===== config.mk =====
export PLATFORM = sky130hd
export DESIGN_NAME = pp_pipeline_accel_dim_bcast_ctrl
export DESIGN_NICKNAME = d
export VERILOG_FILES = /design/src/rtl/pp_pipeline_accel_ctrl_pkg.sv /design/src/rtl/pp_pipeline_accel_mask_tracker.sv /design/src/rtl/pp_pipeline_accel_dim_bcast_ctrl.sv
export SDC_FILE = /design/constraint.sdc
export NUM_CORES = 1
export LEC_CHECK = 0
export CELL_PAD_IN_SITES_DETAIL_PLACEMENT = 0
export CELL_PAD_IN_SITES_GLOBAL_PLACEMENT = 2
export CORE_ASPECT_RATIO = 0.7
export CORE_MARGIN = 3
export CORE_UTILIZATION = 27
export CTS_BUF_LIST = sky130_fd_sc_hd__clkbuf_16
export DETAILED_ROUTE_END_ITERATION = 12
export PLACE_DENSITY = 0.78
export SLEW_MARGIN = 10
export SYNTH_ARGS = -nofsm -noshare
export SYNTH_HDL_FRONTEND = slang
export SYNTH_SLANG_ARGS = --single-unit

===== constraint.sdc =====
create_clock -name ap_clk -period 3.5 [get_ports ap_clk]
set_input_delay 1.05 -clock ap_clk [delete_from_list [all_inputs] [get_ports ap_clk]]
set_output_delay 1.05 -clock ap_clk [all_outputs]
set_load 0.05 [all_outputs]

===== src/rtl/pp_pipeline_accel_ctrl_pkg.sv =====
// Shared types and defaults for the pre-processing frame controller.
package pp_pipeline_accel_ctrl_pkg;

   localparam int unsigned DefDimW = 11;
   localparam int unsigned DefCntW = 16;

   typedef enum logic [2:0] {
      StIdle,
      StFetch,
      StBcast,
      StWait,
      StDone
   } ctrl_state_e;

endpackage


===== src/rtl/pp_pipeline_accel_mask_tracker.sv =====
// Per-consumer set/clear mask; all_set also counts bits being set this cycle.
module pp_pipeline_accel_mask_tracker #(
   parameter int unsigned WIDTH = 3
) (
   input  logic             ap_clk,
   input  logic             ap_rst_n,
   input  logic             clr,
   input  logic [WIDTH-1:0] set,
   output logic [WIDTH-1:0] mask,
   output logic             all_set
);

   logic [WIDTH-1:0] mask_q;

   always_ff @(posedge ap_clk or negedge ap_rst_n) begin
      if (!ap_rst_n) begin
         mask_q <= '0;
      end else if (clr) begin
         mask_q <= '0;
      end else begin
         mask_q <= mask_q | set;
      end
   end

   assign mask    = mask_q;
   assign all_set = &(mask_q | set);

endmodule


===== src/rtl/pp_pipeline_accel_dim_bcast_ctrl.sv =====
// Frame sequencer: pops one (rows, cols) pair, broadcasts it, waits for all consumer dones.
// Optional PP_PIPELINE_ACCEL_DIM_CHECK_EN: zero dimensions skip the frame and set dim_err.
module pp_pipeline_accel_dim_bcast_ctrl
   import pp_pipeline_accel_ctrl_pkg::*;
#(
   parameter int unsigned DIM_W    = DefDimW,
   parameter int unsigned NUM_CONS = 3,
   parameter int unsigned CNT_W    = DefCntW
) (
   input  logic                ap_clk,
   input  logic                ap_rst_n,
   input  logic                ap_start,
   input  logic                ap_continue,
   output logic                ap_idle,
   output logic                ap_ready,
   output logic                ap_done,
   input  logic [DIM_W-1:0]    rows_dout,
   input  logic                rows_empty_n,
   output logic                rows_read,
   input  logic [DIM_W-1:0]    cols_dout,
   input  logic                cols_empty_n,
   output logic                cols_read,
   output logic [DIM_W-1:0]    dim_rows,
   output logic [DIM_W-1:0]    dim_cols,
   input  logic [NUM_CONS-1:0] cons_full_n,
   output logic [NUM_CONS-1:0] cons_write,
   input  logic [NUM_CONS-1:0] cons_done,
   output logic [CNT_W-1:0]    frame_cnt,
   output logic                dim_err
);

   ctrl_state_e state_q, state_d;
   logic [DIM_W-1:0]    dim_rows_q, dim_cols_q;
   logic [CNT_W-1:0]    frame_cnt_q;
   logic [NUM_CONS-1:0] sent_mask, sent_set, done_mask, done_set;
   logic                sent_all, done_all, mask_clr, latch, cnt_inc;

   pp_pipeline_accel_mask_tracker #(
      .WIDTH(NUM_CONS)
   ) u_sent (
      .ap_clk  (ap_clk),
      .ap_rst_n(ap_rst_n),
      .clr     (mask_clr),
      .set     (sent_set),
      .mask    (sent_mask),
      .all_set (sent_all)
   );

   pp_pipeline_accel_mask_tracker #(
      .WIDTH(NUM_CONS)
   ) u_done (
      .ap_clk  (ap_clk),
      .ap_rst_n(ap_rst_n),
      .clr     (mask_clr),
      .set     (done_set),
      .mask    (done_mask),
      .all_set (done_all)
   );

`ifdef PP_PIPELINE_ACCEL_DIM_CHECK_EN
   logic dim_err_q, err_set, dim_zero;
   assign dim_zero = (rows_dout == '0) || (cols_dout == '0);
`endif

   always_comb begin
      state_d    = state_q;
      ap_idle    = 1'b0;
      ap_ready   = 1'b0;
      ap_done    = 1'b0;
      rows_read  = 1'b0;
      cols_read  = 1'b0;
      cons_write = '0;
      sent_set   = '0;
      done_set   = '0;
      mask_clr   = 1'b0;
      latch      = 1'b0;
      cnt_inc    = 1'b0;
`ifdef PP_PIPELINE_ACCEL_DIM_CHECK_EN
      err_set    = 1'b0;
`endif
      unique case (state_q)
         StIdle: begin
            ap_idle = ~ap_start;
            if (ap_start) state_d = StFetch;
         end
         StFetch: begin
            if (!ap_start) begin
               state_d = StIdle;
            end else if (rows_empty_n && cols_empty_n) begin
               rows_read = 1'b1;
               cols_read = 1'b1;
               ap_ready  = 1'b1;
               latch     = 1'b1;
               mask_clr  = 1'b1;
               state_d   = StBcast;
`ifdef PP_PIPELINE_ACCEL_DIM_CHECK_EN
               if (dim_zero) begin
                  err_set = 1'b1;
                  state_d = StDone;
               end
`endif
            end
         end
         StBcast: begin
            cons_write = ~sent_mask & cons_full_n;
            sent_set   = cons_write;
            // A done only counts once that consumer has been handed the descriptor.
            done_set   = cons_done & (sent_mask | cons_write) & ~done_mask;
            if (sent_all) state_d = StWait;
         end
         StWait: begin
            done_set = cons_done;
            if (done_all) begin
               state_d = StDone;
               cnt_inc = 1'b1;
            end
         end
         StDone: begin
            ap_done = 1'b1;
            if (ap_continue) state_d = ap_start ? StFetch : StIdle;
         end
         default: state_d = StIdle;
      endcase
   end

   always_ff @(posedge ap_clk or negedge ap_rst_n) begin
      if (!ap_rst_n) begin
         state_q     <= StIdle;
         dim_rows_q  <= '0;
         dim_cols_q  <= '0;
         frame_cnt_q <= '0;
      end else begin
         state_q <= state_d;
         if (latch) begin
            dim_rows_q <= rows_dout;
            dim_cols_q <= cols_dout;
         end
         if (cnt_inc) frame_cnt_q <= frame_cnt_q + CNT_W'(1);
      end
   end

`ifdef PP_PIPELINE_ACCEL_DIM_CHECK_EN
   always_ff @(posedge ap_clk or negedge ap_rst_n) begin
      if (!ap_rst_n) begin
         dim_err_q <= 1'b0;
      end else if (err_set) begin
         dim_err_q <= 1'b1;
      end
   end
   assign dim_err = dim_err_q;
`else
   assign dim_err = 1'b0;
`endif

   assign dim_rows  = dim_rows_q;
   assign dim_cols  = dim_cols_q;
   assign frame_cnt = frame_cnt_q;

endmodule

==> flow_summary.toml <==
[place]
io_buffer_count = 79
dp_hpwl_um = 3860
finalWeightedCongestion = 0.743

[sta]
worst_pin_slew_ns = 0.935
fmax_ghz = 0.295
setup_violations = 0
rsz0062_at_grt = "no"
slew_viol_final = 0
relSlewSlack_pct = 37.1
period_share_pct = 96.8
hold_viol_final = 0
finClkSkew_ns = 0.00665
fin_hold_ws_ns = 0.467
fin_setup_tns_ns = 0
fin_crit_ns = 3.39

[grt]
grt_max_degree = 28
grt-ovfl-total = 0
grt_pass1_wl_um = 8650
antenna_found_initial = 0
grt_pass1_vias = 1734
track_usage_pct = 12.3

[floorplan]
die_area_um2 = 8750
dieWidth_um = 111
start_util_pct = 28.1
rows = 26
die_h_um = 79.2
core_area_um2 = 7350
io_pins = 81

[setup_path]
startpoint = "ap_start"
cp.required_ns = 2.45
setup.worst_path.end = "ap_ready"
critPathArrivalTime_ns = 2.34
start_kind = "input port"
r2r-start = "state_q[2]$_DFFE_PN0P_"
path_max_fanout = 4
worst_setup_path_end_kind = "primary output"
reg2reg_depth = 5
r2r_slack_ns = 1.20
r2r-end = "frame_cnt[8]$_DFFE_PN0P_"
crit_type = "in -> out"

[routing]
final_antenna_net_count = 0
wl_um = 5060
drc = 0
vias_per_cell = 4.54
vias = 1606
dr.pass1.iters = 6
post_drt_wl_per_cell_um = 14.3
drt_iter0_markers = 58

[finish]
drive_above_1_share_pct = 20.3
final_nets = 290
num-fill-cells = 732
antenna_cells = 0
syn2layout_area_growth_pct = 56.4

[power]
powerDensity_nw_per_um2 = 856
ir_worst_vdd_uv = 427
leakagePower_nw = 1.33

[clocking]
cts_tree = "built"
clk-insertion-delay-late_ns = 0.28
cts_setup_buffers = 0
cts_buffer_depth = 2
htreeDepth = 2
cts_root_buf = "clkbuf_16"
clk_pin_slew_ns = 0.07
cts_sinks = 47
cts_buffers = 5

[yosys]
netlist.area_leader.share_pct = 56.9
syn-num-nets = 206
yosys-top-cells-area = "dfrtp_1 57%, mux2_2 12%, xnor2_1 4.2%"
netlist_instances = 171
synth_warnings = 0
synth-edff-count = 0
synthFlopType = "dfrtp_1"
syn_area_um2 = 2070
ys_async_sr_fraction_pct = 100
synth-seq-area-share_pct = 56.9
ys_types = 36
ys_ff_latch = 47
synth_top_cell_by_area = "dfrtp_1"
synth_area_per_cell_um2 = 12.1

[run_status]
status = "complete, no violations"

[min_path]
hold_class = "reg -> reg"

[job]
drv_cap = 0
-- critical path, stage by stage --
cell and delay (ns):
clkdlybuf4s50_1 0.47, nor2b_1 0.19, nor4bb_4 0.30, buf_6 0.19, buf_12 0.14
-- cell usage after synthesis, types with 2 or more instances --
cell type,instances
nand3_1,4
a31o_2,3
nor4_1,5
inv_1,2
buf_4,4
a21oi_1,3
a31oi_1,2
xor2_1,5
nand4_1,7
nor2_1,15
nor2b_1,2
nor3_1,3
nand2_1,11
buf_2,5
mux2_2,22
xnor2_1,10
or3_1,3
dfrtp_1,47
-- stage by stage --
stage	setup WS [ns]	util (%)	instances	area, µm²	power [mW]
6_report	0.112	43.9	354	3230	2.77
5_1_grt	0.0353	43.9	354	3230	2.93
4_1_cts	0.0188	43.9	354	3230	2.81
3_5_place_dp	0.00194	41.7	346	3060	2.26
3_3_place_gp	0.0503	41.7	346	3060	2.25
2_1_floorplan	0.0281	-	171	2070	1.76
-- cells by family after synthesis --
group / share of synthesized area (%)
buffers and inverters: 3.03
multiplexers: 12.0
adder cells (fa/ha/maj): 0.606
AO/OA/AOI/OAI: 5.51
XOR/XNOR: 6.36
AND/OR/NAND/NOR: 15.4
flip-flops: 56.9
other: 0.182
-- cell usage in the layout, fill, tap and decap left out, drive strengths merged, types with 2 or more instances in the layout --
cell           count
nand2             11
buf               15
a31oi              3
or3                3
clkbuf             5
mux2              22
nand4              7
nor2              15
dfrtp             47
nor4               5
a31o               3
inv                2
nand3              4
a21oi              3
nor2b              2
xnor2             10
clkdlybuf4s50     71
clkinv             2
xor2               5
nor3               4
-- where the power goes --
part	leakage, nW	internal (mW)	switching [mW]
registers	0.578	0.733	0.152
logic	0.670	0.520	0.832
clock network	0.0812	0.333	0.196
-- registers in the layout, indices dropped and copies added (netlist names) --
register / count
frame_cnt: 16
u_sent.mask: 3
dim_cols: 11
dim_rows: 11
state_q: 3
u_done.mask: 3
-- routing by layer --
| metal | share of wire, % | track usage [%] | up-vias |
|---|---|---|---|
| met4 | 0.71 | 3.32 | 0 |
| met3 | 10 | 6.09 | 6 |
| met2 | 41 | 17.6 | 58 |
| met5 | 0 | 0 | - |
| met1 | 47 | 16.4 | 770 |
| li1 | - | - | 772 |
-- worst min path at each step --
stage               depth (start not counted)                      start                   endpoint  slack [ns]
finish                                      1  frame_cnt[15]$_DFFE_PN0P_  frame_cnt[15]$_DFFE_PN0P_        0.47
detailed placement                          1  frame_cnt[15]$_DFFE_PN0P_  frame_cnt[15]$_DFFE_PN0P_        0.46
CTS                                         1  frame_cnt[15]$_DFFE_PN0P_  frame_cnt[15]$_DFFE_PN0P_        0.47
global placement                            1  frame_cnt[15]$_DFFE_PN0P_  frame_cnt[15]$_DFFE_PN0P_        0.46
floorplan                                   2   u_done.mask[2]$_DFF_PN0_   u_done.mask[2]$_DFF_PN0_        0.49
global route                                1  frame_cnt[15]$_DFFE_PN0P_  frame_cnt[15]$_DFFE_PN0P_        0.50
-- final cells by class --
| type | instances | area (µm²) | area share [%] |
|---|---|---|---|
| flip-flops and latches | 47 | 1180 | 36.4 |
| repair buffers | 86 | 912 | 28.2 |
| multi-input cells | 113 | 848 | 26.3 |
| clock buffers | 5 | 125 | 3.87 |
| well taps | 98 | 123 | 3.80 |
| clock inverters | 3 | 38.8 | 1.20 |
| inverters | 2 | 7.51 | 0.232 |
-- timing repair --
item / CTS / global route
hold buffers: 0 / 0
gates resized for setup: 1 / 0
setup endpoints to repair: 3 / 3
pin swaps: 0 / 1
gates cloned: 0 / 0
Power figures use the tool's default switching activity.
